`src/rtl/match_log_pkg.sv`:
```
// Shared types and helpers for the match event logger.
// Build option MATCH_LOG_DROP_CNT_EN (in match_event_logger) adds a dropped-record counter.
package match_log_pkg;

  localparam int unsigned TS_W_DEF  = 16;
  localparam int unsigned CNT_W_DEF = 16;

  // Record fields are sized for the default widths; narrower builds zero-extend.
  typedef struct packed {
    logic [TS_W_DEF-1:0]  ts;
    logic [CNT_W_DEF-1:0] seq;
  } match_rec_t;

  // Increment that holds at limit instead of wrapping.
  function automatic logic [CNT_W_DEF-1:0] sat_inc(input logic [CNT_W_DEF-1:0] value,
                                                   input logic [CNT_W_DEF-1:0] limit);
    return (value >= limit) ? limit : value + CNT_W_DEF'(1);
  endfunction

endpackage

```
`src/rtl/match_log_fifo.sv`:
```
// Synchronous FIFO of match records; head is read combinationally from storage.
// A push into a full FIFO is accepted only when a pop happens in the same cycle.
module match_log_fifo
  import match_log_pkg::*;
#(
  parameter  int unsigned DEPTH = 8,
  localparam int unsigned PTR_W = $clog2(DEPTH),
  localparam int unsigned LVL_W = PTR_W + 1
) (
  input  logic             clk,
  input  logic             rst,
  input  logic             push,
  input  logic             pop,
  input  logic             flush,
  input  match_rec_t       wdata,
  output match_rec_t       rdata,
  output logic             full,
  output logic             empty,
  output logic [LVL_W-1:0] level
);

  match_rec_t       mem [DEPTH];
  logic [PTR_W-1:0] wr_ptr;
  logic [PTR_W-1:0] rd_ptr;
  logic [LVL_W-1:0] count;
  logic             do_push;
  logic             do_pop;

  assign full    = (count == LVL_W'(DEPTH));
  assign empty   = (count == '0);
  assign level   = count;
  assign rdata   = mem[rd_ptr];
  assign do_pop  = pop && !empty;
  assign do_push = push && (!full || do_pop);

  // Pointers wrap naturally because DEPTH is a power of two.
  always_ff @(posedge clk) begin
    if (rst || flush) begin
      wr_ptr <= '0;
      rd_ptr <= '0;
      count  <= '0;
    end else begin
      if (do_push) wr_ptr <= wr_ptr + PTR_W'(1);
      if (do_pop)  rd_ptr <= rd_ptr + PTR_W'(1);
      case ({do_push, do_pop})
        2'b10:   count <= count + LVL_W'(1);
        2'b01:   count <= count - LVL_W'(1);
        default: count <= count;
      endcase
    end
  end

  always_ff @(posedge clk) begin
    if (do_push && !rst && !flush) mem[wr_ptr] <= wdata;
  end

endmodule

```
`src/rtl/match_event_logger.sv`:
```
// Timestamps detector match pulses into a FIFO drained over valid/ready.
// Define MATCH_LOG_DROP_CNT_EN to add the saturating drop_cnt output.
module match_event_logger
  import match_log_pkg::*;
#(
  parameter  int unsigned TS_W  = TS_W_DEF,
  parameter  int unsigned CNT_W = CNT_W_DEF,
  parameter  int unsigned DEPTH = 8,
  localparam int unsigned LVL_W = $clog2(DEPTH) + 1
) (
  input  logic             clk,
  input  logic             rst,
  input  logic             match,
  input  logic             en,
  input  logic             clr,
  output logic             evt_valid,
  input  logic             evt_ready,
  output logic [TS_W-1:0]  evt_ts,
  output logic [CNT_W-1:0] evt_seq,
  output logic [CNT_W-1:0] match_cnt,
  output logic [LVL_W-1:0] fifo_level,
  output logic             overflow
`ifdef MATCH_LOG_DROP_CNT_EN
  ,
  output logic [CNT_W-1:0] drop_cnt
`endif
);

  localparam logic [CNT_W-1:0] CNT_MAX = {CNT_W{1'b1}};

  logic [TS_W-1:0]  ts_q;
  logic [CNT_W-1:0] seq_q;
  logic             accept;
  logic             pop;
  logic             full;
  logic             empty;
  logic             drop;
  match_rec_t       wr_rec;
  match_rec_t       head;

  assign accept = match && en && !clr;
  assign pop    = evt_valid && evt_ready;
  assign drop   = accept && full && !pop;

  always_comb begin
    wr_rec     = '0;
    wr_rec.ts  = TS_W_DEF'(ts_q);
    wr_rec.seq = CNT_W_DEF'(seq_q);
  end

  match_log_fifo #(.DEPTH(DEPTH)) u_fifo (
    .clk   (clk),
    .rst   (rst),
    .push  (accept),
    .pop   (pop),
    .flush (clr),
    .wdata (wr_rec),
    .rdata (head),
    .full  (full),
    .empty (empty),
    .level (fifo_level)
  );

  // Head fields read as zero when nothing is queued, so reset values are clean.
  assign evt_valid = !empty;
  assign evt_ts    = empty ? '0 : TS_W'(head.ts);
  assign evt_seq   = empty ? '0 : CNT_W'(head.seq);

  // Free-running timestamp; clr deliberately leaves it alone.
  always_ff @(posedge clk) begin
    if (rst) ts_q <= '0;
    else     ts_q <= ts_q + TS_W'(1);
  end

  // seq advances on every accepted match, even a dropped one, exposing gaps.
  always_ff @(posedge clk) begin
    if (rst || clr) begin
      seq_q     <= '0;
      match_cnt <= '0;
      overflow  <= 1'b0;
    end else if (accept) begin
      seq_q     <= seq_q + CNT_W'(1);
      match_cnt <= CNT_W'(sat_inc(CNT_W_DEF'(match_cnt), CNT_W_DEF'(CNT_MAX)));
      if (drop) overflow <= 1'b1;
    end
  end

`ifdef MATCH_LOG_DROP_CNT_EN
  always_ff @(posedge clk) begin
    if (rst || clr) drop_cnt <= '0;
    else if (drop)  drop_cnt <= CNT_W'(sat_inc(CNT_W_DEF'(drop_cnt), CNT_W_DEF'(CNT_MAX)));
  end
`endif

endmodule

```
`config.mk`:
```
export PLATFORM = sky130hd
export DESIGN_NAME = match_event_logger
export DESIGN_NICKNAME = d
export VERILOG_FILES = /design/src/rtl/match_log_pkg.sv /design/src/rtl/match_log_fifo.sv /design/src/rtl/match_event_logger.sv
export SDC_FILE = /design/constraint.sdc
export NUM_CORES = 1
export LEC_CHECK = 0
export CORE_MARGIN = 2
export CORE_UTILIZATION = 48
export CTS_CLUSTER_SIZE = 12
export DETAILED_ROUTE_END_ITERATION = 12
export DONT_BUFFER_PORTS = 1
export GPL_ROUTABILITY_DRIVEN = 1
export SYNTH_ARGS = -nofsm -noshare
export SYNTH_HDL_FRONTEND = slang
export SYNTH_SLANG_ARGS = --single-unit
```
`constraint.sdc`:
```
create_clock -name clk -period 5.8 [get_ports clk]
set_input_delay 0.29 -clock clk [delete_from_list [all_inputs] [get_ports clk]]
set_output_delay 0.29 -clock clk [all_outputs]
set_load 0.02 [all_outputs]
```
# After elaboration in Yosys (flattened, before gate mapping)
# Memories as Yosys holds them, arrays and structs flattened. A register that Yosys moved wholly into a read port is not among the register bits.
# Cells that the tools add are included.
word_totals:
  regBits: 59
  mem_bits_rw: 256
  in_bits: 6
  memories: 1
op_classes:
  n_addsub: 7
  magnitude_cmp: 1
  eq_ne: 3
  mux: 8
  n_reduce_logical: 19
mem_list:
  columns: ["memory", "depth", "width", "read_ports", "rd_clocked_by_memory_dff", "wr", "line", "text"]
  rows:
  - ["u_fifo.mem", 8, 32, 1, 1, 1, "match_log_fifo.sv:22", "match_rec_t mem [DEPTH];"]
op_table:
  columns: ["op", "count"]
  rows:
  - ["adder 16 x 1 -> 16 bit, second input constant", 3]
  - ["two-way mux 16 bit", 3]
  - ["greater-or-equal comparator 16 bit, second input constant", 1]
  - ["logical AND 1 bit", 9]
  - ["case mux 4 bit (2 select lines)", 1]
  - ["adder 3 x 1 -> 3 bit, second input constant", 2]
  - ["two-way mux 3 bit", 2]
  - ["logical NOT 1 bit", 5]
  - ["adder 4 x 1 -> 4 bit, second input constant", 1]
  - ["== test 4 bit, second input constant", 1]
  - ["logical NOT 4 bit", 1]
  - ["subtractor 4 x 1 -> 4 bit, second input constant", 1]
  - ["== test 2 x 1 -> 1 bit, second input constant", 1]
  - ["== test 2 bit, second input constant", 1]
  - ["logical OR 1 bit", 2]
  - ["two-way mux 1 bit", 2]
  - ["AND reduction 2 bit", 1]
  - ["nonzero test 2 bit", 1]

# Longest topological paths before layout
depth:
  depth_word: 10
  mapped_depth: 8
  depth_no_buf: 7

# By module
# A second synthesis with hierarchy kept.
unflattened:
  hier_cells: 755
  area_unflattened_um2: 13020.0
modules_own_cells:
  columns: ["module", "instances", "cells_each", "area_per_inst_um2"]
  rows:
  - ["match_log_fifo", 1, 455, 10525.1]
  - ["match_event_logger", 1, 300, 2494.9]

# Least setup slack after synthesis
# Ideal clock, no wire load.
synth_timing:
  path_kind: "reg2reg"
  from: "register u_fifo.count[1] (netlist: u_fifo.level[1])"
  to: "memory u_fifo.mem[2][0] (netlist bit) (enable)"
  arrival_ps: 3755
  required_time_ps: 5339
  slack_ps: 1584
  stages_incl_launch_ff: 6
  cell_sequence: "dfxtp_1 clkbuf_1 or3_4 o21ai_2 or3b_2 nor3_1"
synth_between:
  elab_chain_cells: 10
synth_lines:
  columns: ["element", "line", "text"]
  rows:
  - ["start, declared", "match_log_fifo.sv:25", "logic [LVL_W-1:0] count;"]
  - ["start signal, assigned", "match_log_fifo.sv:46", "2'b10: count <= count + LVL_W'(1);"]
  - ["start signal, assigned", "match_log_fifo.sv:47", "2'b01: count <= count - LVL_W'(1);"]
  - ["start signal, assigned", "match_log_fifo.sv:48", "default: count <= count;"]
  - ["logical NOT 4 bit", "match_log_fifo.sv:30", "assign empty = (count == '0);"]
  - ["logical NOT 1 bit", "match_log_fifo.sv:33, match_event_logger.sv:65", null]
  - ["logical AND 1 bit", "match_event_logger.sv:42", "assign pop = evt_valid && evt_ready;"]
  - ["logical AND 1 bit", "match_log_fifo.sv:33", "assign do_pop = pop && !empty;"]
  - ["logical OR 1 bit (*)", "match_log_fifo.sv:34", "assign do_push = push && (!full || do_pop);"]
  - ["logical AND 1 bit (*)", "match_log_fifo.sv:34", null]
  - ["logical AND 1 bit (*) (2 in a row)", "match_log_fifo.sv:54", "if (do_push && !rst && !flush) mem[wr_ptr] <= wdata;"]
  - ["two-way mux 1 bit (*)", "match_log_fifo.sv:54", null]
  - ["two-way mux 1 bit (implied by the code) (*)", "match_log_fifo.sv:54", null]
  - ["end, declared", "match_log_fifo.sv:22", null]
# Every way passes the cells marked *; elsewhere a longest branch is shown, timed or not.

==> run summary <==
outcome -> finished clean
GPL Wtd Cong -> 0.796
unrepaired setup endpoints after global routing -> no
post-route ant nets -> 0
Bufs on Longest Clock Path -> 3
XOR/XNOR share of the synthesized area -> 0.0215
Worst setup EP type -> output pin
Port Buf Inserts -> 0
DRC errors left -> 0
Post-CTS Setup Inserts -> 0
CP Buf/Inv Count -> 1
Rows -> 59
vias in the first global route -> 6766
max cap viols -> 0
R2R depth -> 4
worst-path cell chain -> buf_4 -> mux4_2 -> mux2i_1 -> nor2_1
largest net degree at the start of global routing -> 47
first-pass GRT wire length -> 38.6 mm
Slowest-stage cell, CP -> dfxtp_4
Hold Path Stages -> 3
EDFF count, synth -> 256
mapped cell area -> 0.0126 sq mm
final setup violation count -> 0
H-tree depth -> 2
hold path start -> evt_ready
nets@finish -> 769
crit path max fanout -> 37
final count of hold timing violations -> 0
static leakage -> 4.27 nW
PD cells -> 316 mW/mm^2
maximum achievable frequency -> 0.316 GHz
Simple-Gate Fraction of Synth Area -> 0.0811
r2r endpoint -> u_fifo.mem[3][17]
commonest non-fill, non-tap cell in the layout -> edfxtp_1
placeable core area -> 0.0260 sq mm
Arrival @ worst endpoint -> 2870 ps
worst hold margin -> 46.7 ps
R2R Path Start -> u_fifo.level[0]
die width -> 166 microns
Syn Area/Cell -> 17.0 sq um
Syn Nets -> 756
Max stage delay on crit path -> 830 ps
Ports -> 60
fin crit period -> 3160 ps
fin crit share -> 0.546
Ant. Diodes -> 0
worst vdd ir -> 161 uV
DR WL/cell -> 21.7 microns
detailed router's first-iteration violation count -> 460
clk sinks -> 318
commonest cells after routing, fill and taps aside -> edfxtp_1, nor2_1, mux4_2
clk slew on worst S/H paths -> 60 ps
Worst-Skew Late Latency -> 500 ps
CTS tree -> yes
Synth async-reset ratio -> 0
main combinational cell family by area after synthesis -> multiplexers
Synth Register Bits -> 318
Initial Util -> 0.486
first drt pass iteration count -> 5
synth warn -> 0
post-synthesis mux area share -> 0.144
Tightest Hold Check Type -> in -> reg
Gate Count Post-Synth -> 744
layout cells sized above 1 -> 0.177
initial antenna violation count -> 0
Primary FF master, synth -> edfxtp_1
Worst slew margin -> 0.172
Root Buffer -> clkbuf_16
Synth Area in Compound Gates -> 0.0273
Largest delay share family, worst path -> flip-flops
library cells used by synthesis -> 53
CP Class -> reg -> out
worst path required time -> 5510 ps
total CTS buffers -> 34
clock skew -> 11.4 ps
CP Launch Type -> flip-flop
post-synthesis sequential area ratio -> 0.707
R2R setup slack -> 2830 ps
post-synthesis adder-cell area fraction -> 0.00594
Slew @ Worst Pin -> 1240 ps
GRT overflow -> 0
P&R area growth vs syn -> 11.2%
HPWL after detailed placement -> 13.6 mm
Post-Route WL -> 24.2 mm
Fin Setup TNS -> 0 ps
die area -> 0.0276 sq mm
Final Max Slew Viols -> 0
Die Span Y -> 166 microns
total track usage -> 0.179
vias per cell -> 5.78
Vias -> 6449
cells in the mapped netlist, types with 2 or more instances:
library cell	count	area (sq um)
a211oi_1	3	22.5
a21oi_1	19	95.1
a31oi_1	6	37.5
and2_1	2	12.5
and3_1	9	56.3
and3b_1	2	17.5
and4_1	4	35.0
and4b_1	3	30.0
buf_1	5	18.8
buf_2	9	45.0
clkbuf_1	20	75.1
dfxtp_1	62	1240
edfxtp_1	256	7690
ha_1	6	75.1
inv_1	8	30.0
mux2i_1	36	360
mux4_2	64	1440
nand2_1	15	56.3
nand2b_1	4	25.0
nand3_1	16	80.1
nand4_1	13	81.3
nor2_1	84	315
nor2b_1	2	12.5
nor3_1	13	65.1
nor4_1	6	37.5
nor4_4	2	42.5
o211ai_1	2	15.0
o21ai_0	9	45.0
o31ai_1	4	30.0
or2_2	2	12.5
or3_1	5	31.3
or4_1	3	22.5
xnor2_1	17	149
xor2_1	14	123
what timing repair did:
item                                   in CTS  in global routing
hold buffers                                2                  0
resized for setup                           0                  0
endpoints found under the hold margin      17                  0
report_power, final:
part | total [mW] | internal [mW] | switching (mW)
registers | 2.45 | 2.44 | 0.0117
clock network | 1.93 | 1.12 | 0.809
logic | 0.0595 | 0.0207 | 0.0388
total | 4.45 | 3.59 | 0.860
metal layers:
| metal | wire [microns] | up-vias | track usage |
|---|---|---|---|
| li1 | - | 2956 | - |
| met3 | 1430 | 33 | 0.0412 |
| met1 | 10600 | 3301 | 0.245 |
| met2 | 11800 | 159 | 0.294 |
| met5 | 0 | - | 0 |
| met4 | 388 | 0 | 0.0457 |
metrics by stage:
step | util | setup slack [ps] | power [mW] | cells | area [sq um]
6_report | 0.541 | 2640 | 4.45 | 1115 | 14000
5_1_grt | 0.541 | 2340 | 4.60 | 1115 | 14000
4_1_cts | 0.541 | 2520 | 4.50 | 1115 | 14000
3_5_place_dp | 0.502 | 2800 | 2.56 | 1054 | 13000
3_3_place_gp | 0.502 | 2840 | 2.56 | 1054 | 13000
2_1_floorplan | - | 1580 | 2.55 | 744 | 12600
logic make-up after synthesis:
logic type	Yosys count
buffers and inverters	43
multiplexers	101
adder cells (fa/ha/maj)	6
AND/OR/NAND/NOR	193
XOR/XNOR	31
flip-flops	318
AO/OA/AOI/OAI	52
how the worst max path moves through the flow:
stage / startpoint / end / cells past startpoint
after floorplan: u_fifo.level[1] / u_fifo.mem[2][0] / 5
after global placement: u_fifo.level[0] / u_fifo.mem[3][6] / 4
after detailed placement: u_fifo.level[0] / u_fifo.mem[3][25] / 4
after CTS: flip-flop / evt_ts[0] / 4
after global routing: flip-flop / evt_ts[1] / 4
final: flip-flop / evt_ts[1] / 4
registers in the layout (all words and copies together) (netlist names), named ones only:
signal	count
overflow	1
u_fifo.rd_ptr	3
u_fifo.mem	256
seq_q	16
ts_q	16
u_fifo.wr_ptr	3
u_fifo.level	4
match_cnt	16
layout make-up:
| class | instances | area [sq um] |
|---|---|---|
| clock buffers | 50 | 942 |
| clock inverters | 9 | 42.5 |
| fillers | 2077 | 11900 |
| inverters | 8 | 30.0 |
| multi-input cells | 383 | 3580 |
| flip-flops and latches | 318 | 8930 |
| well taps | 335 | 419 |
| repair buffers | 12 | 95.1 |
worst reg2reg max path: cells and delay by family (launching register included):
family	cells	cell delay, ps
AOI/OAI and AO/OA	1	90
DFF	1	680
and+or+nand+nor	3	1800
(Power assumes the default switching activity.)
